## src/rtl/ysyx_25040105_ifu_if.sv

```systemverilog
// Bundle of the IFU's bus-side signals: instruction-memory request/response,
// the execute-stage redirect, and the fetched-instruction handshake toward decode.
// master = the IFU itself, slave = everything around it (memory, execute, decode).
interface ysyx_25040105_ifu_if;
  logic        imem_req_valid;
  logic        imem_req_ready;
  logic [31:0] imem_req_addr;
  logic        imem_rsp_valid;
  logic [31:0] imem_rsp_data;
  logic        redirect_valid;
  logic [31:0] redirect_pc;
  logic        inst_valid;
  logic        inst_ready;
  logic [31:0] inst;
  logic [31:0] inst_pc;

  modport master (
    output imem_req_valid, imem_req_addr, inst_valid, inst, inst_pc,
    input  imem_req_ready, imem_rsp_valid, imem_rsp_data,
           redirect_valid, redirect_pc, inst_ready
  );

  modport slave (
    input  imem_req_valid, imem_req_addr, inst_valid, inst, inst_pc,
    output imem_req_ready, imem_rsp_valid, imem_rsp_data,
           redirect_valid, redirect_pc, inst_ready
  );
endinterface

```

## src/rtl/ysyx_25040105_ifu.sv

```systemverilog
// Instruction fetch stage. Holds the PC, keeps at most one instruction-memory
// read in flight, and hands each fetched word plus its PC to decode over a
// valid/ready handshake. Execute redirects reload the PC at any time; a read
// already in flight at that moment is flagged and its data thrown away.
module ysyx_25040105_ifu #(
  parameter logic [31:0] RESET_PC = 32'h8000_0000
) (
  input  logic                      clk,
  input  logic                      rst_n,
  ysyx_25040105_ifu_if.master       bus
);

  typedef enum logic [1:0] {
    S_REQ  = 2'd0,  // presenting a read request
    S_WAIT = 2'd1,  // request accepted, waiting for the response
    S_HOLD = 2'd2   // instruction offered to decode
  } state_e;

  state_e      state_q, state_d;
  logic [31:0] pc_q, pc_d;
  logic [31:0] inst_q, inst_d;
  logic [31:0] inst_pc_q, inst_pc_d;
  logic        inst_valid_q, inst_valid_d;
  logic        drop_q, drop_d;
  // Low during reset and for the first cycle after release, so no request is
  // ever presented while rst_n is asserted.
  logic        running_q, running_d;

  logic        req_valid;
  logic        req_fire;
  logic        rsp_keep;

  // Request handshake and whether an arriving response is worth keeping.
  always_comb begin
    req_valid = (state_q == S_REQ) && running_q;
    req_fire  = req_valid && bus.imem_req_ready;
    rsp_keep  = !drop_q && !bus.redirect_valid;
    running_d = 1'b1;
  end

  // State register.
  // NOTE: sequential state is updated with non-blocking assignments so every
  // flop samples the pre-edge values regardless of block ordering.
  always_ff @(posedge clk or negedge rst_n) begin
    if (!rst_n) state_q <= S_REQ;
    else        state_q <= state_d;
  end

  // Next-state logic: REQ -> WAIT -> HOLD -> REQ, short-circuited by redirects.
  // NOTE: every combinational output gets a default first, so no path leaves
  // it unassigned and no latch is inferred.
  always_comb begin
    state_d = state_q;
    case (state_q)
      S_REQ:   if (req_fire) state_d = S_WAIT;
      S_WAIT:  if (bus.imem_rsp_valid) state_d = (drop_q || bus.redirect_valid) ? S_REQ : S_HOLD;
      S_HOLD:  if (bus.redirect_valid || bus.inst_ready) state_d = S_REQ;
      default: state_d = S_REQ;
    endcase
  end

  // Datapath next values: PC advance, response capture, stale-read tracking.
  always_comb begin
    pc_d         = pc_q;
    inst_d       = inst_q;
    inst_pc_d    = inst_pc_q;
    inst_valid_d = inst_valid_q;
    drop_d       = drop_q;
    case (state_q)
      S_REQ: begin
        // A redirect in the same cycle the request is accepted makes that read stale.
        if (req_fire) drop_d = bus.redirect_valid;
      end
      S_WAIT: begin
        if (bus.imem_rsp_valid) begin
          drop_d = 1'b0;
          if (rsp_keep) begin
            inst_d       = bus.imem_rsp_data;
            inst_pc_d    = pc_q;
            inst_valid_d = 1'b1;
            pc_d         = pc_q + 32'd4;  // wraps naturally at 2^32
          end
        end else if (bus.redirect_valid) begin
          drop_d = 1'b1;
        end
      end
      S_HOLD: begin
        // A redirect squashes the held instruction even if decode takes it.
        if (bus.redirect_valid || bus.inst_ready) inst_valid_d = 1'b0;
      end
      default: ;
    endcase
    // A redirect always wins over the sequential PC.
    if (bus.redirect_valid) pc_d = {bus.redirect_pc[31:2], 2'b00};
  end

  // Datapath registers.
  always_ff @(posedge clk or negedge rst_n) begin
    if (!rst_n) begin
      pc_q         <= RESET_PC;
      inst_q       <= 32'd0;
      inst_pc_q    <= 32'd0;
      inst_valid_q <= 1'b0;
      drop_q       <= 1'b0;
      running_q    <= 1'b0;
    end else begin
      pc_q         <= pc_d;
      inst_q       <= inst_d;
      inst_pc_q    <= inst_pc_d;
      inst_valid_q <= inst_valid_d;
      drop_q       <= drop_d;
      running_q    <= running_d;
    end
  end

  // Outputs: all come straight from registers or the state.
  always_comb begin
    bus.imem_req_valid = req_valid;
    bus.imem_req_addr  = pc_q;
    bus.inst_valid     = inst_valid_q;
    bus.inst           = inst_q;
    bus.inst_pc        = inst_pc_q;
  end

endmodule
```

## src/flat_wrapper.sv

```systemverilog
// flat-port wrapper written by rule: the top's interface ports become plain ports
module ysyx_25040105_ifu_flat 
#(
  parameter logic [31:0] RESET_PC = 32'h8000_0000
)
  (clk, rst_n, bus_imem_req_valid, bus_imem_req_addr, bus_inst_valid, bus_inst, bus_inst_pc, bus_imem_req_ready, bus_imem_rsp_valid, bus_imem_rsp_data, bus_redirect_valid, bus_redirect_pc, bus_inst_ready);
  ysyx_25040105_ifu_if bus_i ();
  input  logic clk;
  input  logic rst_n;
  output wire logic [$bits(bus_i.imem_req_valid)-1:0] bus_imem_req_valid;
  output wire logic [$bits(bus_i.imem_req_addr)-1:0] bus_imem_req_addr;
  output wire logic [$bits(bus_i.inst_valid)-1:0] bus_inst_valid;
  output wire logic [$bits(bus_i.inst)-1:0] bus_inst;
  output wire logic [$bits(bus_i.inst_pc)-1:0] bus_inst_pc;
  input wire logic [$bits(bus_i.imem_req_ready)-1:0] bus_imem_req_ready;
  input wire logic [$bits(bus_i.imem_rsp_valid)-1:0] bus_imem_rsp_valid;
  input wire logic [$bits(bus_i.imem_rsp_data)-1:0] bus_imem_rsp_data;
  input wire logic [$bits(bus_i.redirect_valid)-1:0] bus_redirect_valid;
  input wire logic [$bits(bus_i.redirect_pc)-1:0] bus_redirect_pc;
  input wire logic [$bits(bus_i.inst_ready)-1:0] bus_inst_ready;
  assign bus_imem_req_valid = bus_i.imem_req_valid;
  assign bus_imem_req_addr = bus_i.imem_req_addr;
  assign bus_inst_valid = bus_i.inst_valid;
  assign bus_inst = bus_i.inst;
  assign bus_inst_pc = bus_i.inst_pc;
  assign bus_i.imem_req_ready = bus_imem_req_ready;
  assign bus_i.imem_rsp_valid = bus_imem_rsp_valid;
  assign bus_i.imem_rsp_data = bus_imem_rsp_data;
  assign bus_i.redirect_valid = bus_redirect_valid;
  assign bus_i.redirect_pc = bus_redirect_pc;
  assign bus_i.inst_ready = bus_inst_ready;
  ysyx_25040105_ifu #(.RESET_PC(RESET_PC)) u_core (.clk(clk), .rst_n(rst_n), .bus(bus_i));
endmodule
```

## config.mk

```make
export PLATFORM = sky130hd
export DESIGN_NAME = ysyx_25040105_ifu_flat
export DESIGN_NICKNAME = d
export VERILOG_FILES = /design/src/rtl/ysyx_25040105_ifu_if.sv /design/src/rtl/ysyx_25040105_ifu.sv /design/src/flat_wrapper.sv
export SDC_FILE = /design/constraint.sdc
export NUM_CORES = 1
export LEC_CHECK = 0
export BUFFER_PORTS_ARGS = -buffer_cell sky130_fd_sc_hd__buf_2
export CAP_MARGIN = 20
export CORE_AREA = 2 2 117 148
export CTS_BUF_LIST = sky130_fd_sc_hd__clkbuf_16
export CTS_CLUSTER_SIZE = 16
export DETAILED_ROUTE_END_ITERATION = 7
export DIE_AREA = 0 0 119 150
export GPL_TIMING_DRIVEN = 0
export PLACE_DENSITY = 0.59
export SLEW_MARGIN = 5
export SYNTH_ARGS = -nofsm -noshare
export SYNTH_HDL_FRONTEND = slang
export SYNTH_SLANG_ARGS = --single-unit
```

## constraint.sdc

```tcl
create_clock -name clk -period 3.5 [get_ports clk]
set_input_delay 0.175 -clock clk [delete_from_list [all_inputs] [get_ports clk]]
set_output_delay 0.175 -clock clk [all_outputs]
set_load 0.02 [all_outputs]
```

==> results.md <==
- Crit path largest cell delay: 0.61 ns
- Full die area: 17900 µm²
- Starting Density: 0.265
- Routed wire length: 12400 µm
- Fin nets: 618
- Syn Inst Count: 371
- Vias in the first global route: 3682
- Worst hold stages: 3
- Leak pwr: 2.58 nW
- Worst Skew: 0.00455 ns
- Multi-input logic area: 1810 µm²
- Comb power frac: 0.346
- Crit-path slowest cell: nor2_1
- Worst Path Required: 3.73 ns
- Worst Reg-to-Reg Cells: 4
- Hold crit path type: in -> reg
- Setup Viol. Count Final: 0
- Slew margin rel.: 0.439
- Net Switching: 1.51 mW
- Final-layout fill cell count: 1676
- Sink Count: 97
- Crit path DAT: 2.66 ns
- Global-route wire length before repair: 19100 µm
- N_diodes: 0
- DRT antenna net count: 0
- Hold EP: u_core.bus.imem_req_addr[9]
- Crit share post-route: 0.695
- CTS tree: yes
- Least-Margin Pin Slew: 0.830 ns
- Tmin final: 2.43 ns
- R2r setup slk: 1.07 ns
- Post-synth cell types: 43
- Pwr Density: 730 nW/µm²
- Setup repair after global routing missed its margin: false
- Drt wl/cell: 16.1 µm
- Slew Viols, Final: 0
- Port bufs: 160
- Worst setup EP type: register
- Share of cells above drive strength 1: 0.463
- Synthesis Warnings: 0
- Synth Flop Type: dfrtp_1
- Sequential power share: 0.409
- FFs w/ async S/R, synth: 1.00
- Syn Area/Cell: 11.8 µm²
- Clock share of power: 0.245
- Initial drt markers: 178
- Clock root cell: clkbuf_16
- Hold_sp: bus_redirect_pc[9]
- Sum Neg Setup Slack: 0 ns
- Path type of the worst setup path: reg -> reg
- Number of max-cap violations: 0
- Top-count cell post-synth: dfrtp_1
- Flip-flop and latch area: 2430 µm²
- CTS Buf Count: 9
- Vias: 3648
- Seq/Total Area, Yosys: 0.554
- H-tree levels: 3
- Total core area: 16500 µm²
- Synthesis-to-finish area growth: 32.8%
- Clk slew on worst S/H paths: 0.07 ns
- Grt ovf: 0
- Yosys top cell area share: 0.548
- Fin. Hold Viols: 0
- Max Root-Sink Buffers: 2
- Detailed Routing Iterations Pass 1: 4
- Io pins: 168
- Maximum VDD drop: 0.237 mV
- DR DRC count: 0
- Die span in x: 119 µm
- Worst-skew pair later-pin latency: 0.35 ns
- Post-synth EDFFs: 0
- Initial antenna violation count: 0
- Startpoint class of the critical path: register
- R2r endpoint: u_core.bus.inst[29]
- Yosys top cell by area: dfrtp_1
- Fin worst setup slack: 1.07 ns
- Row cnt: 53
- Most frequent cells after synthesis: dfrtp_1, mux2_2, nor2_1
- Worst r2r src: u_core.state_q[1]
- Final Wtd Congestion: 0.754
- Run status: finished, final reports clean
- Largest cells by area after synthesis: dfrtp_1, mux2_2, or4_1
- Switch share: 0.356
- Yosys reg bits: 97
- Largest net degree at the start of global routing: 59
- Gr usage total: 0.137
- Crit-path max FO: 10
- Die height: 150 µm
- F_max: 0.411 GHz
- HPWL after detailed placement: 9310 µm
- Worst path cell trace: nand4bb_4, nor2_1, clkbuf_1, mux2_2
- Internal: 2.74 mW
- Mapped Area: 4380 µm²
- DP Worst Slack: 0.949 ns
- Vias per cell: 4.73
==> registers in the layout, summed over array words and instances (netlist names) <==
name and flops:
u_core.bus.imem_req_addr 30, u_core.bus.inst 32, u_core.bus.inst_pc 30, u_core.bus.inst_valid 1, u_core.drop_q 1, u_core.running_q 1, u_core.state_q 2
==> power groups by stage <==
stage / Combinational, mW / Clock [mW] / Sequential, mW
5_1_grt: 1.57 / 1.13 / 1.79
2_1_floorplan: 0.436 / 0 / 2.22
6_report: 1.47 / 1.04 / 1.74
3_5_place_dp: 1.49 / 0 / 1.76
3_3_place_gp: 1.46 / 0 / 1.73
4_1_cts: 1.49 / 1.09 / 1.74
==> per-stage QoR <==
| stage | power (mW) | util | cells | hold WS (ns) | instance area, µm² |
|---|---|---|---|---|---|
| after floorplan | 2.66 | - | 374 | -0.121 | 4390 |
| after global routing | 4.48 | 0.352 | 771 | 0.0451 | 5820 |
| after global placement | 3.20 | 0.331 | 754 | 0.388 | 5470 |
| after detailed placement | 3.25 | 0.333 | 755 | 0.208 | 5500 |
| final | 4.25 | 0.352 | 771 | 0.0399 | 5820 |
| after CTS | 4.32 | 0.352 | 771 | 0.0224 | 5820 |
==> cell families after synthesis <==
| group | Yosys count | synth area share |
|---|---|---|
| xor gates and xnor gates | 7 | 0.0140 |
| other | 2 | 0.00171 |
| adders and majority gates | 1 | 0.00286 |
| buffers and inverters | 33 | 0.0348 |
| muxes | 64 | 0.164 |
| DFF | 97 | 0.554 |
| AOI/OAI and AO/OA | 57 | 0.0823 |
| and+or+nand+nor | 110 | 0.146 |
==> worst max-delay path, delay by kind of cell, from the launching register on <==
kind / cells / cell delay [ns]
simple gates: 2 / 0.88
buf+inv: 1 / 0.56
flops: 1 / 0.47
mux: 1 / 0.41
==> cell usage in the layout (no fill, tap or decap), types with 3 or more instances in the layout <==
cell type / Yosys / routed
buf_4: 5 / 6
nor2_1: 24 / 24
a31oi_1: 16 / 16
conb_1: 2 / 5
o21ai_0: 16 / 16
nor4_1: 4 / 4
or4_1: 16 / 16
inv_1: 6 / 6
nand4_1: 5 / 5
o31ai_1: 14 / 14
nor3_1: 4 / 4
buf_2: 2 / 161
nand3_1: 13 / 13
nand2_1: 23 / 23
xnor2_1: 6 / 6
or3_1: 3 / 3
mux2_2: 63 / 63
dfrtp_1: 96 / 96
clkbuf_1: 18 / 18
clkbuf_16: 0 / 9
a21oi_1: 5 / 5
==> worst max-delay path by stage <==
stage | startpoint | endpoint | slack, ns | cells past startpoint
after floorplan | u_core.bus.imem_req_addr[11] | u_core.bus.imem_req_addr[29] | 1.42 | 5
after global placement | u_core.state_q[1] | u_core.bus.inst_pc[3] | 0.97 | 4
after detailed placement | u_core.state_q[1] | u_core.bus.inst[29] | 0.95 | 4
after CTS | u_core.state_q[1] | u_core.bus.inst[29] | 0.95 | 4
after global routing | u_core.state_q[1] | u_core.bus.inst[30] | 0.88 | 4
final | u_core.state_q[1] | u_core.bus.inst[29] | 1.07 | 4
==> area by class of cell <==
cell class                 instances  share of cell area
timing repair buffer             162               0.145
buffer                            26              0.0217
clock inverter                     6              0.0144
inverter                           7             0.00452
clock buffer                       9              0.0387
tap                              220              0.0473
multi-input combinational        244               0.311
sequential                        97               0.418
==> timing repair <==
| action | in CTS | in global routing |
|---|---|---|
| endpoints found under the hold margin | 39 | 0 |
| gates resized for setup | 0 | 0 |
| hold buffers | 1 | 0 |
| buffers inserted | 0 | 0 |
==> layer usage <==
layer  GRT usage  routed length, µm
met1       0.162               4880
met4      0.0673                281
met3      0.0244                703
met5           0                  0
met2       0.241               6530
Note: power is estimated with default switching activity, not from simulation.
